<file path="config.mk">
export PLATFORM = sky130hd
export DESIGN_NAME = uart_ascii_tx
export DESIGN_NICKNAME = d
export VERILOG_FILES = /design/src/rtl/uart_ascii_tx.sv
export SDC_FILE = /design/constraint.sdc
export NUM_CORES = 1
export LEC_CHECK = 0
export CAP_MARGIN = 5
export CORE_UTILIZATION = 57
export DETAILED_ROUTE_END_ITERATION = 12
export GPL_ROUTABILITY_DRIVEN = 0
export GPL_TIMING_DRIVEN = 1
export HOLD_SLACK_MARGIN = 0.12
export PLACE_DENSITY = 0.77
export SYNTH_ARGS = -nofsm -noshare
export SYNTH_HDL_FRONTEND = slang
export SYNTH_SLANG_ARGS = --single-unit
</file>
<file path="constraint.sdc">
create_clock -name clk -period 2.4 [get_ports clk]
set_input_delay 0.36 -clock clk [delete_from_list [all_inputs] [get_ports clk]]
set_output_delay 0.36 -clock clk [all_outputs]
set_load 0.02 [all_outputs]
</file>
<file path="src/rtl/uart_ascii_tx.sv">
// Free-running 8N1 UART source: endlessly transmits FIRST_CHAR..LAST_CHAR on TxD,
// with IDLE_BITS idle bit periods after each stop bit.
module uart_ascii_tx #(
  parameter int          BAUD_DIV   = 1041,
  parameter int          IDLE_BITS  = 4,
  parameter logic [7:0]  FIRST_CHAR = 8'h41,
  parameter logic [7:0]  LAST_CHAR  = 8'h5A
) (
  input  logic       clk,
  input  logic       rst_n,
  output logic       TxD,
  output logic [7:0] tx_char,
  output logic       busy
);

  localparam int               CNT_W    = $clog2(BAUD_DIV);
  localparam logic [CNT_W-1:0] CNT_LAST = CNT_W'(BAUD_DIV - 1);
  localparam logic [3:0]       GAP_LAST = 4'(IDLE_BITS - 1);

  typedef enum logic [1:0] {
    S_START,
    S_DATA,
    S_STOP,
    S_GAP
  } state_e;

  state_e           state_q, state_d;
  logic [CNT_W-1:0] cnt_q, cnt_d;
  logic [3:0]       bit_idx_q, bit_idx_d;
  logic [7:0]       char_q, char_d;
  logic             txd_q, txd_d;
  logic             busy_q, busy_d;
  logic [7:0]       tx_char_q;
  logic             tick;

  // NOTE: every always_comb output gets a default first so no path leaves it
  // unassigned, which would otherwise infer a latch.
  always_comb begin
    tick      = (cnt_q == CNT_LAST);
    cnt_d     = tick ? '0 : cnt_q + CNT_W'(1);
    state_d   = state_q;
    bit_idx_d = bit_idx_q;
    char_d    = char_q;

    case (state_q)
      S_START: if (tick) begin
        state_d   = S_DATA;
        bit_idx_d = '0;
      end
      S_DATA: if (tick) begin
        if (bit_idx_q == 4'd7) begin
          state_d   = S_STOP;
          bit_idx_d = '0;
        end else begin
          bit_idx_d = bit_idx_q + 4'd1;
        end
      end
      S_STOP: if (tick) begin
        state_d   = (IDLE_BITS == 0) ? S_START : S_GAP;
        bit_idx_d = '0;
        char_d    = (char_q == LAST_CHAR) ? FIRST_CHAR : char_q + 8'd1;
      end
      S_GAP: if (tick) begin
        if (bit_idx_q == GAP_LAST) begin
          state_d   = S_START;
          bit_idx_d = '0;
        end else begin
          bit_idx_d = bit_idx_q + 4'd1;
        end
      end
      default: state_d = S_START;
    endcase
  end

  // Line level for the current state; registered one cycle later, so each bit
  // appears on TxD on the edge after the state change and lasts BAUD_DIV cycles.
  always_comb begin
    txd_d  = 1'b1;
    busy_d = (state_q != S_GAP);
    case (state_q)
      S_START: txd_d = 1'b0;
      S_DATA:  txd_d = char_q[bit_idx_q[2:0]];
      default: txd_d = 1'b1;
    endcase
  end

  // NOTE: sequential state uses non-blocking assignments so every register
  // samples the pre-edge values, independent of statement order.
  always_ff @(posedge clk or negedge rst_n) begin
    if (!rst_n) begin
      state_q   <= S_START;
      cnt_q     <= '0;
      bit_idx_q <= '0;
      char_q    <= FIRST_CHAR;
      txd_q     <= 1'b1;
      busy_q    <= 1'b0;
      tx_char_q <= FIRST_CHAR;
    end else begin
      state_q   <= state_d;
      cnt_q     <= cnt_d;
      bit_idx_q <= bit_idx_d;
      char_q    <= char_d;
      txd_q     <= txd_d;
      busy_q    <= busy_d;
      tx_char_q <= char_q;
    end
  end

  assign TxD     = txd_q;
  assign busy    = busy_q;
  assign tx_char = tx_char_q;

endmodule

</file>
==> metrics.cfg <==
[run_status]
status = completed

[drt]
drtIter0Drc = 18
viasPerCell = 5.891
wl_mm = 2.761
dr.pass1.iters = 4
drc = 0
wl_per_cell_um = 14.31
ant_nets = 0
num_vias = 1137

[cells_and_area]
stdcell_count = 193
final_nets = 172
area_growth_pct = 13.45
fill_cells = 216
fin_area_um2 = 1899
num_antenna_cells = 0
drive_above_1_share_pct = 14.81

[logic_synthesis]
ys_types = 41
ys_warn_count = 0
synthArstFlopShare_pct = 100.0
synthCells = 144
synth.net_count = 155
ys_ff_latch = 35
synth_edf_count = 0
yosysSeqAreaShare_pct = 52.69
synth_flop_cell = dfrtp_1
yosysTopAreaCell = dfrtp_1
synth_commonest_cells = 30 x dfrtp_1, 13 x nand3_1, 9 x ha_1, 9 x inv_1
postSynthAreaPerCell_um2 = 11.63
synthTopCellsByArea = dfrtp_1 45%, dfstp_2 7.8%, ha_1 6.7%
yosys.area.top_type_share_pct = 44.84
synth_area_um2 = 1674
yosysMostFrequentCell = dfrtp_1

[sta]
setup_viol = 0
fin_crit_sh_pct = 80.84
clock.fmax_mhz = 515.4
finalSetupTns_ps = 0
finClkSkew_ps = 17.18
worst_pin_slew_ps = 422.6
fin_crit_ps = 1940
rsz0062_at_grt = false
max_slew_margin_pct = 71.82
slew_viol_final = 0
finalHoldViolCount = 0

[placed_design]
portBuffers = 11
dp.cells = 185
placed_area_um2 = 1818
post-dp-hpwl_mm = 2.051

[critical_path]
endpoint_kind = flip-flop
crit_chain = inv_1, ha_1, nor4_1, a31oi_2, a21oi_1, mux2_2
slowest_delay_ps = 410
cp.depth = 6
crit_type = flip-flop to flip-flop
critPathMaxFanout = 8
startpoint_type = flip-flop
cp.required_ps = 2640
cp_slowest_cell = dfrtp_1
crit_buf_inv = 1
r2r_cells = 6
cp_data_arrival_time_ps = 2180
critPathTopFamily = flip-flops

[clock_tree]
clk_pin_slew_ps = 110
clk_latency_ps = 360
clockRootBuffer = clkbuf_4
clk_path_buf_depth = 2
tritoncts = built
cts.sinks = 35
cts_setup_buffers = 0
cts_made_buffers = 5
htreeDepth = 2
postCtsHoldBufs = 0
cts_resized = 0

[floorplanning]
die-width_um = 56.20
core_area_um2 = 2758
die_y_um = 56.20
rows = 19
dieArea_um2 = 3158
initial_core_util_pct = 60.71
io_pins = 12

[grt]
grt_pass1_wl_mm = 4.857
grt_start_max_net_pins = 36
grtUsageTotal_pct = 20.44
grt_pass1_vias = 1102
overflow = 0
antenna_found_initial = 0

[pwr]
powerDensity_nw_per_um2 = 538.6
irDropWorstVdd_mv = 0.5089
power_leakage_nw = 0.8272

[min_path]
hp-class = input port to asynchronous set/reset pin

[job]
maxCapViolCount = 0

[path summary, 6_finish.rpt]
kind | startpoint | to | slack, ps
min in group clk | char_q[6] | tx_char[6] | 400
max | state_q[1] | state_q[1] | 460
min | rst_n | tx_char[3] | 390
min reg2reg | char_q[6] | tx_char[6] | 400
max in group asynchronous | rst_n | char_q[6] | 1660
max reg2reg | state_q[1] | state_q[1] | 460
[state kept, by name, indices dropped and copies added, names as in the netlist]
register / cells
cnt_q: 11
state_q: 2
bit_idx_q: 4
tx_char: 8
TxD: 1
busy: 1
char_q: 8
[area by class of cell]
cell class,instances,area (um^2),share of cell area [%]
multi-input cells,98,745.7,39.26
inverters,9,33.78,1.779
clock buffers,5,37.54,1.976
flip-flops and latches,35,882.1,46.44
well taps,31,38.79,2.042
repair buffers,12,117.6,6.192
clock inverters,3,43.79,2.306
[logic make-up (layout without fill, tap and decap cells)]
kind of cell / count (synthesis) / count (layout) / synth area share (%)
and+or+nand+nor: 49 / 49 / 17.56
DFF: 35 / 35 / 52.69
AOI/OAI and AO/OA: 22 / 22 / 8.819
xor gates and xnor gates: 12 / 12 / 6.278
buffers and inverters: 11 / 29 / 2.765
adders and majority gates: 9 / 9 / 6.727
muxes: 6 / 6 / 5.157
[power breakdown]
part / leakage [nW] / switching, W / internal, W
clock: 0.0452 / 0.000201 / 0.000219
combinational: 0.331 / 0.0000107 / 0.00000248
sequential: 0.451 / 0 / 0.000590
total: 0.827 / 0.000212 / 0.000811
[metrics by stage]
stage	util [%]	hold slack [ps]	worst slack (ps)	total power [W]
after floorplan	-	64.41	621.9	0.0006011
after global placement	65.93	389.7	533.2	0.0006145
after detailed placement	65.93	397.0	467.0	0.0006151
after CTS	68.87	392.0	454.3	0.001037
after global routing	68.87	405.0	320.5	0.001060
final	68.87	392.1	459.7	0.001023
[metal layers]
layer,share of wire [%],vias to the layer above,track usage (%)
li1,-,552,-
met1,44,561,23.75
met2,50,18,34.35
met3,3.8,6,7.209
met4,2.1,0,8.362
met5,0,-,0
[layout by cell type (no fill, tap or decap), drive strengths merged, types with 3 or more instances in the layout]
cell type      Yosys  final
nand2              3      3
nand4              4      4
dfrtp             30     30
xor2               5      5
o21ai              6      6
nor3               3      3
mux2i              3      3
clkdlybuf4s50      0     11
dfstp              5      5
a21oi              5      5
clkbuf             0      5
inv                9      9
nor2               7      7
xnor2              7      7
ha                 9      9
nand3             13     13
and3               5      5
Note: power is estimated with default switching activity, not from simulation.
